## config.mk

```make
export PLATFORM = sky130hd
export DESIGN_NAME = dds_dac_generator
export DESIGN_NICKNAME = d
export VERILOG_FILES = /design/src/rtl/dds_dac_pkg.sv /design/src/rtl/dds_dac_generator_spi_frame_tx.sv /design/src/rtl/dds_dac_generator.sv
export SDC_FILE = /design/constraint.sdc
export NUM_CORES = 1
export LEC_CHECK = 0
export BUFFER_PORTS_ARGS = -buffer_cell sky130_fd_sc_hd__buf_2
export CAP_MARGIN = 40
export CORE_MARGIN = 5
export CORE_UTILIZATION = 50
export DETAILED_ROUTE_END_ITERATION = 12
export PLACE_DENSITY = 0.68
export SYNTH_ARGS = -nofsm -noshare
export SYNTH_HDL_FRONTEND = slang
export SYNTH_SLANG_ARGS = --single-unit
```

## constraint.sdc

```tcl
create_clock -name clk -period 4.3 [get_ports clk]
set_clock_uncertainty 0.1 [all_clocks]
set_input_delay 0.86 -clock clk [delete_from_list [all_inputs] [get_ports clk]]
set_output_delay 0.86 -clock clk [all_outputs]
set_load 0.1 [all_outputs]
```

## src/rtl/dds_dac_pkg.sv

```systemverilog
// Shared encodings for the DDS generator and its SPI frame serialiser.
// Mode codes, DAC command, frame width and FSM states.
package dds_dac_pkg;

  localparam logic [1:0] MODE_SAW    = 2'd0;
  localparam logic [1:0] MODE_SQUARE = 2'd1;
  localparam logic [1:0] MODE_TRI    = 2'd2;
  localparam logic [1:0] MODE_HOLD   = 2'd3;

  localparam logic [3:0] DAC_CMD_WRUPD = 4'b0011;
  localparam int         FRAME_W       = 32;

  typedef enum logic [2:0] {
    S_CLR   = 3'd0,
    S_IDLE  = 3'd1,
    S_LOAD  = 3'd2,
    S_SHIFT = 3'd3,
    S_GAP   = 3'd4
  } state_t;

  function automatic logic [FRAME_W-1:0] dac_frame(
    input logic [3:0]  ch,
    input logic [11:0] data
  );
    return {8'h00, DAC_CMD_WRUPD, ch, data, 4'h0};
  endfunction

endpackage

```

## src/rtl/dds_dac_generator_spi_frame_tx.sv

```systemverilog
// Serialises one 32-bit DAC frame MSB first; sck idle low, data changes on falling sck.
// done is high during the last sck-high cycle, just before cs returns high.
module spi_frame_tx
  import dds_dac_pkg::*;
#(
  parameter int SCK_DIV = 2
) (
  input  logic               clk,
  input  logic               rst,
  input  logic               start,
  input  logic [FRAME_W-1:0] frame,
  output logic               sck,
  output logic               mosi,
  output logic               cs,
  output logic               done
);

  localparam int HALVES = 2 * FRAME_W;
  localparam int HW     = $clog2(HALVES);
  localparam int DW     = (SCK_DIV > 1) ? $clog2(SCK_DIV) : 1;

  logic               active;
  logic               ld;
  logic [HW-1:0]      half;
  logic [DW-1:0]      div;
  logic [FRAME_W-1:0] shreg;
  logic               half_end;

  assign half_end = active && !ld && (div == DW'(SCK_DIV - 1));
  assign done     = half_end && (half == HW'(HALVES - 1));

  always_ff @(posedge clk) begin
    if (rst) begin
      active <= 1'b0;
      ld     <= 1'b0;
      half   <= '0;
      div    <= '0;
      shreg  <= '0;
      sck    <= 1'b0;
      mosi   <= 1'b0;
      cs     <= 1'b1;
    end else if (start && !active) begin
      active <= 1'b1;
      ld     <= 1'b1;
      half   <= '0;
      div    <= '0;
      shreg  <= frame << 1;
      sck    <= 1'b0;
      mosi   <= frame[FRAME_W-1];
      cs     <= 1'b0;
    end else if (active) begin
      if (ld) begin
        ld <= 1'b0;
      end else if (half_end) begin
        div <= '0;
        if (done) begin
          active <= 1'b0;
          sck    <= 1'b0;
          mosi   <= 1'b0;
          cs     <= 1'b1;
        end else begin
          half <= half + HW'(1);
          sck  <= ~sck;
          // a falling edge presents the next bit
          if (sck) begin
            mosi  <= shreg[FRAME_W-1];
            shreg <= shreg << 1;
          end
        end
      end else begin
        div <= div + DW'(1);
      end
    end
  end

endmodule

```

## src/rtl/dds_dac_generator.sv

```systemverilog
// Multi-channel DDS generator feeding an LTC2624-style quad SPI DAC.
// Define DDS_AMPL_EN to add the per-channel ampl port (4-bit amplitude scaling).
module dds_dac_generator
  import dds_dac_pkg::*;
#(
  parameter int DIV      = 50000,
  parameter int SIZE     = 12,
  parameter int CHANNELS = 2,
  parameter int PHASE_W  = 16,
  parameter int SCK_DIV  = 2,
  parameter int CS_GAP   = 4,
  parameter int CLR_CYC  = 16
) (
  input  logic                          clk,
  input  logic                          rst,
  input  logic                          enable,
  input  logic [CHANNELS*PHASE_W-1:0]   freq_word,
  input  logic [CHANNELS*2-1:0]         mode,
`ifdef DDS_AMPL_EN
  input  logic [CHANNELS*4-1:0]         ampl,
`endif
  output logic                          spi_mosi,
  output logic                          spi_sck,
  output logic                          dac_cs,
  output logic                          dac_clr,
  output logic                          busy,
  output logic                          overrun
);

  localparam int TW  = $clog2(DIV);
  localparam int CW  = $clog2(CLR_CYC + 1);
  localparam int GW  = $clog2(CS_GAP);
  localparam int CHW = (CHANNELS > 1) ? $clog2(CHANNELS) : 1;

  state_t             state, state_nx;
  logic [TW-1:0]      tick_cnt;
  logic [CW-1:0]      clr_cnt;
  logic [GW-1:0]      gap_cnt;
  logic [CHW-1:0]     ch;
  logic [PHASE_W-1:0] phase [CHANNELS];
  logic [SIZE-1:0]    held  [CHANNELS];
  logic               tick;
  logic               tx_start;
  logic               tx_done;
  logic [1:0]         ch_mode;
  logic [SIZE-1:0]    p;
  logic [SIZE-1:0]    wave;
  logic [SIZE-1:0]    sample;
  logic [11:0]        data;
  logic [FRAME_W-1:0] frame;
`ifdef DDS_AMPL_EN
  logic [4:0]         gain;
  logic [SIZE+3:0]    prod;
`endif

  assign tick = (state != S_CLR) && (tick_cnt == TW'(DIV - 1));
  assign busy = (state == S_LOAD) || (state == S_SHIFT) || (state == S_GAP);

  always_comb begin
    ch_mode = mode[ch*2 +: 2];
    p       = phase[ch][PHASE_W-1 -: SIZE];
    wave    = p;
    unique case (1'b1)
      (ch_mode == MODE_SQUARE): wave = {SIZE{p[SIZE-1]}};
      (ch_mode == MODE_TRI):    wave = p[SIZE-1] ? (~p) << 1 : p << 1;
      default:                  wave = p;
    endcase
`ifdef DDS_AMPL_EN
    gain   = {1'b0, ampl[ch*4 +: 4]} + 5'd1;
    prod   = (SIZE+4)'(wave) * (SIZE+4)'(gain);
    sample = SIZE'(prod >> 4);
`else
    sample = wave;
`endif
    // hold replays whatever went out last, scaled or not
    if (ch_mode == MODE_HOLD) sample = held[ch];
    data  = 12'(sample) << (12 - SIZE);
    frame = dac_frame(4'(ch), data);
  end

  always_comb begin
    state_nx = state;
    tx_start = 1'b0;
    unique case (state)
      S_CLR:   if (clr_cnt == CW'(CLR_CYC)) state_nx = S_IDLE;
      S_IDLE:  if (tick && enable) state_nx = S_LOAD;
      S_LOAD: begin
        tx_start = 1'b1;
        state_nx = S_SHIFT;
      end
      S_SHIFT: if (tx_done) state_nx = S_GAP;
      S_GAP: begin
        // cs stays high through GAP plus the following LOAD cycle
        if (gap_cnt == GW'(CS_GAP - 2))
          state_nx = (ch == CHW'(CHANNELS - 1)) ? S_IDLE : S_LOAD;
      end
      default: state_nx = S_CLR;
    endcase
  end

  always_ff @(posedge clk) begin
    if (rst) begin
      state    <= S_CLR;
      tick_cnt <= '0;
      clr_cnt  <= '0;
      gap_cnt  <= '0;
      ch       <= '0;
      dac_clr  <= 1'b0;
      overrun  <= 1'b0;
      for (int n = 0; n < CHANNELS; n++) begin
        phase[n] <= '0;
        held[n]  <= '0;
      end
    end else begin
      state <= state_nx;
      if (state == S_CLR) begin
        if (clr_cnt == CW'(CLR_CYC)) dac_clr <= 1'b1;
        else clr_cnt <= clr_cnt + CW'(1);
      end else begin
        tick_cnt <= tick ? '0 : tick_cnt + TW'(1);
      end
      if (tick && busy) overrun <= 1'b1;
      if (state == S_IDLE && tick && enable) begin
        ch <= '0;
        for (int n = 0; n < CHANNELS; n++)
          phase[n] <= phase[n] + freq_word[n*PHASE_W +: PHASE_W];
      end
      if (state == S_LOAD) held[ch] <= sample;
      gap_cnt <= (state == S_GAP) ? gap_cnt + GW'(1) : '0;
      if (state == S_GAP && state_nx == S_LOAD) ch <= ch + CHW'(1);
    end
  end

  spi_frame_tx #(
    .SCK_DIV (SCK_DIV)
  ) u_tx (
    .clk   (clk),
    .rst   (rst),
    .start (tx_start),
    .frame (frame),
    .sck   (spi_sck),
    .mosi  (spi_mosi),
    .cs    (dac_cs),
    .done  (tx_done)
  );

endmodule

```

==> qor.json <==
{
  "run_status": {
    "run_status": "complete, no violations"
  },
  "clock_network": {
    "postCtsHoldBufs": 0,
    "postCtsSetupRepairBufs": 0,
    "cts_max_path_buffers": 2,
    "cts-root-buf": "clkbuf_16",
    "numCtsBuffers": 17,
    "post_cts.resized_instances": 0,
    "clkSinkCount": 125,
    "clk_latency_ps": 420,
    "path_clk_slew_ps": 50,
    "clock_tree_from_tritoncts": "done",
    "htree_levels": 4
  },
  "final_layout": {
    "fillCellCount": 1236,
    "syn_to_final_growth_pct": 12.9,
    "number_of_inserted_diodes": 0,
    "finish.net_count": 855,
    "drive_gt1_share_pct": 12.7
  },
  "setup_path": {
    "critical-path-slowest-cell": "a211oi_1",
    "critical-path-top-delay-family": "compound AO/OA/AOI/OAI gates",
    "crit_path_cell_trace": "buf_2 -> ha_1 -> a211oi_1 -> o21ai_1 -> a211oi_1 -> o41a_1 -> a31oi_1 -> or3_1 -> a21oi_1",
    "cp_data_arrival_time_ps": 3120,
    "crit_cells": 9,
    "critPathKind": "input port to flop",
    "critical_path.startpoint_type": "input port",
    "crit_required_ps": 4470,
    "worstPathBufferInverterCount": 1,
    "critical-path-max-stage-delay_ps": 500,
    "crit_path_frequent_cell": "a211oi_1",
    "timing.reg2reg.worst_path_depth": 7,
    "critical_path.endpoint_type": "flop",
    "crit_path_max_fanout": 3
  },
  "grt": {
    "grt_start_max_net_pins": 42,
    "global_route_wire_length_before_repair_mm": 25.2,
    "first_global_vias": 5394,
    "global_route_usage_over_all_layers_pct": 19.1,
    "antenna_found_initial": 0,
    "grt.overflow.total": 0
  },
  "timing": {
    "rsz0062_at_grt": "no",
    "worst_hold_slack_ps": 326,
    "slew_headroom_pct": 45.0,
    "sum_of_negative_setup_slack_ps": 0,
    "setup_viol_count_final": 0,
    "finalHoldViolations": 0,
    "fmax_ghz": 0.339,
    "timing_worst_slew_pin_value_ps": 825,
    "post-route-min-period_ps": 2950,
    "layout_worst_path_cycle_share_pct": 68.5,
    "slew_viol_final": 0
  },
  "placement": {
    "detailedPlacementHpwl_mm": 10.7,
    "placement.io_buffers": 44,
    "place.gp.congestion": 0.864
  },
  "logic_synthesis": {
    "synthTopCellsByArea": "edfxtp_1 24%, dfxtp_1 20%, ha_1 6.8%",
    "synth_top_cell_area_share_pct": 24.2,
    "postSynthCellCount": 743,
    "synth.yosys.seq_area_share_pct": 44.1,
    "yosys_warnings": 0,
    "post_synth_instance_area_um2": 6950,
    "synth-main-ff-cell": "dfxtp_1",
    "synth_cell_types": 53,
    "synth.net_count": 822,
    "synth_top_cells_by_count": "104 x nor2_1, 69 x dfxtp_1, 65 x nand2_1",
    "synth.ff_latch_count": 125,
    "yosys.area.top_type": "edfxtp_1",
    "yosysMostFrequentCell": "nor2_1",
    "syn_area_per_cell_um2": 9.35,
    "number_of_synthesized_flops_with_an_enable_pin": 56,
    "synth-async-reset-ratio_pct": 0
  },
  "route": {
    "postRouteWirelength_mm": 15.0,
    "dr_total_vias": 5460,
    "avg_wl_per_cell_um": 15.5,
    "remaining_drc_errors": 0,
    "detailed_routing_iterations_pass_1": 5,
    "final_antenna_net_count": 0,
    "vias_per_cell": 5.63,
    "detailed_route_iter0_violations": 413
  },
  "floorplanning": {
    "floorplan.die.height_um": 128,
    "core_region_area_um2": 13800,
    "die_w_um": 128,
    "ioPinCount": 45,
    "starting_density_pct": 50.4,
    "dieArea_um2": 16400,
    "floorplan.rows": 43
  },
  "power": {
    "p_sw_w": 0.000710,
    "power.density_cell_area_nw_per_um2": 371,
    "net_switching_share_of_the_total_power_pct": 24.4,
    "leakage_nw": 2.97,
    "power.share.clock_pct": 46.7,
    "vdd.ir_drop.worst_mv": 0.290,
    "cell_internal_pwr_w": 0.00220,
    "share_comb_of_total_power_pct": 9.3,
    "power_frac_seq_pct": 44.0
  },
  "job": {
    "drv.max_cap_violation_count": 0
  },
  "min_path": {
    "timing.hold.worst.class": "flop to flop",
    "min_path_cells": 1
  }
}
==> routing by layer <==
metal | up-vias | GRT usage, % | wire [um]
met5 | - | 0 | 0
li1 | 2708 | - | -
met3 | 28 | 4.71 | 624
met4 | 0 | 6.55 | 277
met2 | 117 | 32.8 | 7480
met1 | 2607 | 23.5 | 6650
==> layout by cell type, fill, tap and decap left out, types with 9 or more instances in the layout <==
cell type | synthesis | routed
nor2b_1 | 9 | 9
xor2_1 | 34 | 34
o21ai_0 | 33 | 33
xnor2_1 | 32 | 32
a21oi_1 | 63 | 63
mux2_2 | 11 | 11
edfxtp_1 | 56 | 56
dfxtp_1 | 69 | 69
nor3_1 | 12 | 12
buf_2 | 15 | 44
nor2_1 | 104 | 104
a211oi_1 | 16 | 16
o22ai_1 | 9 | 9
a22oi_1 | 12 | 12
nand2_1 | 65 | 65
mux2i_1 | 18 | 18
clkbuf_16 | 0 | 19
inv_1 | 22 | 22
ha_1 | 38 | 38
a21o_1 | 10 | 10
==> power groups by stage <==
stage | Clock, W | Combinational [W] | Sequential, W
global placement | 0 | 0.000257 | 0.00130
detailed placement | 0 | 0.000267 | 0.00130
global route | 0.00143 | 0.000303 | 0.00128
CTS | 0.00138 | 0.000270 | 0.00128
floorplan | 0 | 0.000205 | 0.00129
finish | 0.00136 | 0.000270 | 0.00128
==> logic make-up (layout without fill, tap and decap cells) <==
family          count (synthesis)  in the layout  synth area share (%)
simple gates                  246            246                  16.2
compound gates                180            180                  16.1
flops                         125            125                  44.1
xor+xnor                       66             66                  8.32
buf+inv                        57            103                  3.46
fa+ha+maj                      40             40                  7.42
mux                            29             29                  4.38
==> final cells by class <==
type	count	area, um^2	area share [%]
clock inverter	11	75.1	0.958
multi-input combinational	561	3640	46.5
clock buffer	21	493	6.29
tap	180	225	2.87
inverter	22	82.6	1.05
sequential	125	3060	39.1
timing repair buffer	49	258	3.29
==> per-stage QoR <==
stage / util [%] / total power, W / setup slack, ps / cells / cell area [um^2]
floorplan: - / 0.00150 / 1500 / 743 / 6950
global placement: 52.8 / 0.00156 / 1100 / 937 / 7270
detailed placement: 52.8 / 0.00157 / 984 / 937 / 7270
CTS: 56.9 / 0.00293 / 1380 / 969 / 7840
global route: 56.9 / 0.00302 / 1200 / 969 / 7840
finish: 56.9 / 0.00291 / 1350 / 969 / 7840
==> state kept, by name (all words and copies together) (netlist names), 2 cells and up, named ones only <==
name,count
phase,32
u_tx.shreg,27
held,24
tick_cnt,16
u_tx.half,6
clr_cnt,5
state,3
gap_cnt,2
==> final timing paths <==
| path | start | slack (ps) | to |
|---|---|---|---|
| worst min register to register | gap_cnt[0] | 330 | gap_cnt[0] |
| worst max register to register | ch | 1510 | held[1][10] |
| worst min-delay path | gap_cnt[0] | 330 | gap_cnt[0] |
| worst max-delay path | freq_word[17] | 1350 | phase[1][15] |
No activity file was read; power rests on OpenSTA's default activity.
